[src/rtl/game_timer_overlay_pkg.sv]
// Shared game definitions: glyph geometry, ASCII codes, the BCD MM:SS time type
// and the VGA timing bundle used for pipeline staging.
package game_timer_overlay_pkg;

  localparam int CHAR_W    = 8;
  localparam int CHAR_H    = 16;
  localparam int NUM_CHARS = 5;

  localparam logic [6:0] ASCII_ZERO  = 7'h30;
  localparam logic [6:0] ASCII_COLON = 7'h3A;

  typedef struct packed {
    logic [3:0] m1;
    logic [3:0] m0;
    logic [3:0] s1;
    logic [3:0] s0;
  } bcd_time_t;

  localparam bcd_time_t TIME_MAX = 16'h5959;

  typedef struct packed {
    logic [10:0] hcount;
    logic [10:0] vcount;
    logic        hsync;
    logic        vsync;
    logic        hblnk;
    logic        vblnk;
    logic [11:0] rgb;
  } vga_sig_t;

  // Character code for slot idx of "MM:SS"
  function automatic logic [6:0] char_code(input bcd_time_t t, input logic [2:0] idx);
    case (idx)
      3'd0:    return ASCII_ZERO + {3'b000, t.m1};
      3'd1:    return ASCII_ZERO + {3'b000, t.m0};
      3'd2:    return ASCII_COLON;
      3'd3:    return ASCII_ZERO + {3'b000, t.s1};
      3'd4:    return ASCII_ZERO + {3'b000, t.s0};
      default: return 7'h00;
    endcase
  endfunction

endpackage

[src/rtl/vga_if.sv]
// VGA timing + colour bundle passed between drawing layers.
interface vga_if;
  logic [10:0] hcount;
  logic [10:0] vcount;
  logic        hsync;
  logic        vsync;
  logic        hblnk;
  logic        vblnk;
  logic [11:0] rgb;

  modport in  (input  hcount, vcount, hsync, vsync, hblnk, vblnk, rgb);
  modport out (output hcount, vcount, hsync, vsync, hblnk, vblnk, rgb);
endinterface

[src/rtl/bcd_mmss_counter.sv]
// BCD minutes:seconds counter, one second per tick, saturating at 59:59.
module bcd_mmss_counter
  import game_timer_overlay_pkg::*;
(
  input  logic      clk,
  input  logic      rst,
  input  logic      clear,
  input  logic      tick,
  output bcd_time_t value
);

  always_ff @(posedge clk) begin
    if (rst || clear) begin
      value <= '0;
    end else if (tick && (value != TIME_MAX)) begin
      // Not at 59:59, so a carry into m1 can only ever reach 5.
      if (value.s0 != 4'd9) begin
        value.s0 <= value.s0 + 4'd1;
      end else begin
        value.s0 <= 4'd0;
        if (value.s1 != 4'd5) begin
          value.s1 <= value.s1 + 4'd1;
        end else begin
          value.s1 <= 4'd0;
          if (value.m0 != 4'd9) begin
            value.m0 <= value.m0 + 4'd1;
          end else begin
            value.m0 <= 4'd0;
            value.m1 <= value.m1 + 4'd1;
          end
        end
      end
    end
  end

endmodule

[src/rtl/game_timer_overlay.sv]
// Elapsed-time "MM:SS" text overlay on the VGA stream; two-stage pipeline,
// font ROM lives in the parent and is read through addr/char_line_pixels.
module game_timer_overlay
  import game_timer_overlay_pkg::*;
#(
  parameter int          CLK_HZ  = 65_000_000,
  parameter int          TXT_X   = 900,
  parameter int          TXT_Y   = 16,
  parameter logic [11:0] TXT_RGB = 12'hFFF
) (
  input  logic        clk,
  input  logic        rst,
  input  logic        run,
  input  logic        clear,
  vga_if.in           in,
  vga_if.out          out,
  output logic [10:0] addr,
  input  logic [7:0]  char_line_pixels,
  output logic [15:0] time_bcd
);

  localparam int              PW        = (CLK_HZ > 1) ? $clog2(CLK_HZ) : 1;
  localparam logic [PW-1:0]   PRESC_MAX = PW'(CLK_HZ - 1);
  localparam logic [11:0]     X_LO      = 12'(TXT_X);
  localparam logic [11:0]     X_HI      = 12'(TXT_X + NUM_CHARS * CHAR_W);
  localparam logic [11:0]     Y_LO      = 12'(TXT_Y);
  localparam logic [11:0]     Y_HI      = 12'(TXT_Y + CHAR_H);

  logic [PW-1:0] presc;
  logic          tick;
  bcd_time_t     cur;
  bcd_time_t     snap;

  assign tick = run && (presc == PRESC_MAX);

  always_ff @(posedge clk) begin
    if (rst || clear)
      presc <= '0;
    else if (run)
      presc <= tick ? '0 : presc + 1'b1;
  end

  bcd_mmss_counter u_cnt (
    .clk   (clk),
    .rst   (rst),
    .clear (clear),
    .tick  (tick),
    .value (cur)
  );

  assign time_bcd = cur;

  // Latch once at the top-left pixel so a whole frame shows the same value.
  always_ff @(posedge clk) begin
    if (rst)
      snap <= '0;
    else if (in.vcount == 11'd0 && in.hcount == 11'd0)
      snap <= cur;
  end

  // Bounds in 12 bits so no coordinate can wrap into the window.
  logic       win;
  logic [5:0] dx;
  logic [3:0] dy;
  logic [6:0] code;

  assign win  = ({1'b0, in.hcount} >= X_LO) && ({1'b0, in.hcount} < X_HI) &&
                ({1'b0, in.vcount} >= Y_LO) && ({1'b0, in.vcount} < Y_HI);
  assign dx   = in.hcount[5:0] - X_LO[5:0];
  assign dy   = in.vcount[3:0] - Y_LO[3:0];
  assign code = char_code(snap, dx[5:3]);

  vga_sig_t   s1;
  logic       s1_win;
  logic [2:0] s1_col;

  always_ff @(posedge clk) begin
    if (rst) begin
      s1     <= '0;
      s1_win <= 1'b0;
      s1_col <= '0;
      addr   <= '0;
    end else begin
      s1.hcount <= in.hcount;
      s1.vcount <= in.vcount;
      s1.hsync  <= in.hsync;
      s1.vsync  <= in.vsync;
      s1.hblnk  <= in.hblnk;
      s1.vblnk  <= in.vblnk;
      s1.rgb    <= in.rgb;
      s1_win    <= win;
      s1_col    <= dx[2:0];
      addr      <= win ? {code, dy} : 11'd0;
    end
  end

  logic pix;
  assign pix = char_line_pixels[3'd7 - s1_col];

  always_ff @(posedge clk) begin
    if (rst) begin
      out.hcount <= '0;
      out.vcount <= '0;
      out.hsync  <= 1'b0;
      out.vsync  <= 1'b0;
      out.hblnk  <= 1'b0;
      out.vblnk  <= 1'b0;
      out.rgb    <= '0;
    end else begin
      out.hcount <= s1.hcount;
      out.vcount <= s1.vcount;
      out.hsync  <= s1.hsync;
      out.vsync  <= s1.vsync;
      out.hblnk  <= s1.hblnk;
      out.vblnk  <= s1.vblnk;
      out.rgb    <= (s1_win && !s1.hblnk && !s1.vblnk && pix) ? TXT_RGB : s1.rgb;
    end
  end

endmodule

[src/flat_wrapper.sv]
// flat-port wrapper written by rule: the top's interface ports become plain ports
module game_timer_overlay_flat import game_timer_overlay_pkg::*;
#(
  parameter int          CLK_HZ  = 65_000_000,
  parameter int          TXT_X   = 900,
  parameter int          TXT_Y   = 16,
  parameter logic [11:0] TXT_RGB = 12'hFFF
)
  (clk, rst, run, clear, addr, char_line_pixels, time_bcd, in_hcount, in_vcount, in_hsync, in_vsync, in_hblnk, in_vblnk, in_rgb, out_hcount, out_vcount, out_hsync, out_vsync, out_hblnk, out_vblnk, out_rgb);
  vga_if in_i ();
  vga_if out_i ();
  input  logic clk;
  input  logic rst;
  input  logic run;
  input  logic clear;
  output logic [10:0] addr;
  input  logic [7:0] char_line_pixels;
  output logic [15:0] time_bcd;
  input wire logic [$bits(in_i.hcount)-1:0] in_hcount;
  input wire logic [$bits(in_i.vcount)-1:0] in_vcount;
  input wire logic [$bits(in_i.hsync)-1:0] in_hsync;
  input wire logic [$bits(in_i.vsync)-1:0] in_vsync;
  input wire logic [$bits(in_i.hblnk)-1:0] in_hblnk;
  input wire logic [$bits(in_i.vblnk)-1:0] in_vblnk;
  input wire logic [$bits(in_i.rgb)-1:0] in_rgb;
  output wire logic [$bits(out_i.hcount)-1:0] out_hcount;
  output wire logic [$bits(out_i.vcount)-1:0] out_vcount;
  output wire logic [$bits(out_i.hsync)-1:0] out_hsync;
  output wire logic [$bits(out_i.vsync)-1:0] out_vsync;
  output wire logic [$bits(out_i.hblnk)-1:0] out_hblnk;
  output wire logic [$bits(out_i.vblnk)-1:0] out_vblnk;
  output wire logic [$bits(out_i.rgb)-1:0] out_rgb;
  assign in_i.hcount = in_hcount;
  assign in_i.vcount = in_vcount;
  assign in_i.hsync = in_hsync;
  assign in_i.vsync = in_vsync;
  assign in_i.hblnk = in_hblnk;
  assign in_i.vblnk = in_vblnk;
  assign in_i.rgb = in_rgb;
  assign out_hcount = out_i.hcount;
  assign out_vcount = out_i.vcount;
  assign out_hsync = out_i.hsync;
  assign out_vsync = out_i.vsync;
  assign out_hblnk = out_i.hblnk;
  assign out_vblnk = out_i.vblnk;
  assign out_rgb = out_i.rgb;
  game_timer_overlay #(.CLK_HZ(CLK_HZ), .TXT_X(TXT_X), .TXT_Y(TXT_Y), .TXT_RGB(TXT_RGB)) u_core (.clk(clk), .rst(rst), .run(run), .clear(clear), .in(in_i), .out(out_i), .addr(addr), .char_line_pixels(char_line_pixels), .time_bcd(time_bcd));
endmodule
[config.mk]
export PLATFORM = sky130hd
export DESIGN_NAME = game_timer_overlay_flat
export DESIGN_NICKNAME = d
export VERILOG_FILES = /design/src/rtl/game_timer_overlay_pkg.sv /design/src/rtl/vga_if.sv /design/src/rtl/bcd_mmss_counter.sv /design/src/rtl/game_timer_overlay.sv /design/src/flat_wrapper.sv
export SDC_FILE = /design/constraint.sdc
export NUM_CORES = 1
export LEC_CHECK = 0
export CAP_MARGIN = 30
export CORE_ASPECT_RATIO = 1.4
export CORE_MARGIN = 2
export CORE_UTILIZATION = 52
export CTS_BUF_LIST = sky130_fd_sc_hd__clkbuf_4
export DETAILED_ROUTE_END_ITERATION = 7
export HOLD_SLACK_MARGIN = 0.03
export PLACE_DENSITY_LB_ADDON = 0.08
export SLEW_MARGIN = 0
export SYNTH_ARGS = -nofsm -noshare
export SYNTH_HDL_FRONTEND = slang
export SYNTH_SLANG_ARGS = --single-unit
[constraint.sdc]
create_clock -name clk -period 2.9 [get_ports clk]
set_input_delay 0.29 -clock clk [delete_from_list [all_inputs] [get_ports clk]]
set_output_delay 0.29 -clock clk [all_outputs]
set_load 0.005 [all_outputs]
==> metrics.txt <==
CTS Buf Count 17; Synth cell types 52; Slew @ Worst Pin 0.703 ns; Leak 2.42 nW; I/O Pins 115; Synth area leaders dfxtp_1 (54%), nor2b_1 (7.4%), mux2i_1 (4.1%), nor2_1 (4.0%), a21oi_1 (3.0%); EDFF count, synth 0; RSZ-0062 raised after global routing no; cells resized by post-CTS repair 0; sequential share of the synthesized area 53.6%; Placeable Area 10200 um^2; Worst path max stage delay 0.68 ns; worst skew pair latency 0.53 ns; Via-to-Cell Ratio 5.13; total track usage 21.0%; fraction of layout cells with a size suffix above 1 7.85%; die area 11300 um^2; design area 6920 um^2; H-tree Lvls 4; Initial DRC Count 177; placed cell area 6650 um^2; Clock Sinks 145; FP Rows 44; setup TNS 0 ns; die height 125 um; hpwl dp 8290 um; reg2reg setup slack 0.41 ns; slowest stage cell, crit path nor4b_2; grt ovf 0; Cells after Synth 548; CTS Root Cell clkbuf_4; Most used DFF post-synth dfxtp_1; CP max FO 6; critical path arrival 2.95 ns; Crit path required time 3.36 ns; largest net degree at the start of global routing 74; first-pass GRT wire length 19100 um; initial antenna violation count 0; Yosys top cell by area dfxtp_1; Synth top area share 53.6%; synthesized flop and latch total 145; Hold WC Path Type in2reg; Post-synth ARST share 0%; Initial Utilization 52.9%; Synthesized Nets 604; synth-to-layout area growth 27.9%; Routed wire per std cell 14.1 um; Max Cap Violations 0; Port Buffers 113; hold_buf cts 0; DRC viols 0; pwr dens 506 nW/um^2; Pre-antenna DRT Iters 4; nets 718; worst path cell trace ha_1 -> nor4bb_1 -> nand4_1 -> nor4b_2 -> mux2_2 -> nand3_1; # setup viols final 0; CP startpoint kind flip-flop; CTS tree done; critical path endpoint category flip-flop; highest ir drop seen on vdd 0.280 mV; Synth Warn # 0; Syn Area/Cell 9.88 um^2; Max Root-Sink Buffers 2; vias in the first global route 4060; maximum clock frequency 402 MHz; Final Max Slew Viols 0; Syn Std Cell Area 5410 um^2; routed vias 4171; outcome complete, no violations; Routed Antenna Nets 0; Setup CP Type reg2reg; DIE WIDTH 90.2 um; Post-Route WL 11500 um; setup repair bufs after CTS 0; Antenna Diode Count 0; Tmin final 2.49 ns; Worst-path clk slew 0.13 ns; clk_skew 0.0190 ns; routability cong. 0.818; fin crit share 85.8%; slew margin rel. 53.0%; Fin. Hold Viols 0
critical path: cells and delay by family, from the launching register on:
family	cells	cell delay [ns]
flops	1	0.38
mux	1	0.41
fa+ha+maj	1	0.32
simple gates	4	1.33
area by class of cell:
| type | instances | area [um^2] |
|---|---|---|
| Fill cell | 840 | 3320 |
| Sequential cell | 145 | 2900 |
| Multi-Input combinational cell | 356 | 2310 |
| Timing Repair Buffer | 119 | 1170 |
| Tap cell | 138 | 173 |
| Clock inverter | 15 | 150 |
| Clock buffer | 17 | 128 |
| Inverter | 23 | 86.3 |
cells in the final DEF, fill, tap and decap left out, types with 4 or more instances in the layout:
master             n
nor3_1            12
and3_1             5
mux2i_1           22
clkinv_4           6
nor2b_1           64
xor2_1            10
ha_1               6
nor4_1             7
nand2_1           18
xnor2_1           17
clkbuf_4          17
or4_1              6
clkdlybuf4s50_1  112
nand4_1           13
o31ai_1            5
nand3_1           16
o21ai_0            4
buf_4              6
inv_6              4
and2_1             9
dfxtp_1          145
nor2_1            58
a21oi_1           32
inv_1             23
power by group:
| group | switching (mW) | internal [mW] |
|---|---|---|
| combinational | 0.0917 | 0.137 |
| sequential | 0.0131 | 2.04 |
| clock | 0.767 | 0.452 |
| total | 0.872 | 2.63 |
cell usage after synthesis, types with 2 or more instances:
cell and count:
and2_1 9, mux2_2 2, and4_1 3, o31ai_1 5, nor2_1 58, a211oi_1 3
nor4bb_1 3, nand4_1 13, or4_1 6, clkbuf_1 17, nor3b_1 3, ha_1 6
xnor2_1 17, nand3b_1 2, a21boi_0 3, inv_1 23, o22ai_1 2, o41ai_1 2
nand3_1 16, dfxtp_1 145, nand2b_1 2, nand4b_1 3, or2_2 3, o21ai_0 4
a21oi_1 32, buf_1 2, xor2_1 10, nor3_1 12, and3_1 5, mux4_2 2
nand2_1 18, buf_4 3, mux2i_1 22, nor4_1 7, nor2b_1 64, a21o_1 3
nor4b_1 3
routing by layer:
layer	global-route usage (%)	vias to the layer above	routed length (um)
met4	7.96	0	201
met3	6.35	16	541
met2	35.5	114	5700
li1	-	2096	-
met1	25.1	1945	5020
met5	0	-	0
per-stage QoR:
step / cells / util (%) / hold slack (ns) / power (mW) / worst slack, ns
CTS: 813 / 67.6 / 0.117 / 3.55 / 0.434
floorplan: 548 / - / 0.362 / 2.19 / 0.763
detailed placement: 781 / 64.9 / 0.419 / 2.33 / 0.295
finish: 813 / 67.6 / 0.165 / 3.50 / 0.411
global route: 813 / 67.6 / 0.167 / 3.65 / 0.239
global placement: 781 / 64.9 / 0.414 / 2.32 / 0.327
final timing paths:
kind,startpoint,to,depth (start not counted)
max,u_core.presc[0],u_core.u_cnt.value[3],6
min,rst,u_core.snap[7],2
max reg2reg,u_core.presc[0],u_core.u_cnt.value[3],6
min reg2reg,u_core.s1[10],u_core.out.rgb[10],2
logic make-up after synthesis:
kind of cell	count (synthesis)	share of synthesized area (%)
compound gates	57	6.33
xor+xnor	27	4.37
fa+ha+maj	6	1.39
buf+inv	47	3.63
flops	145	53.6
mux	26	5.32
other cells	1	0.0693
simple gates	239	25.3
sequential cells by signal, summed over array words and instances, names as in the netlist:
| signal | flops |
|---|---|
| u_core.out.hsync | 1 |
| u_core.out.vblnk | 1 |
| u_core.out.hblnk | 1 |
| u_core.s1_win | 1 |
| u_core.presc | 26 |
| u_core.addr | 9 |
| u_core.out.vsync | 1 |
| u_core.out.rgb | 12 |
| u_core.out.hcount | 11 |
| u_core.out.vcount | 11 |
| u_core.s1_col | 3 |
| u_core.u_cnt.value | 16 |
| u_core.snap | 16 |
| u_core.s1 | 36 |
No activity file was read; power rests on OpenSTA's default activity.
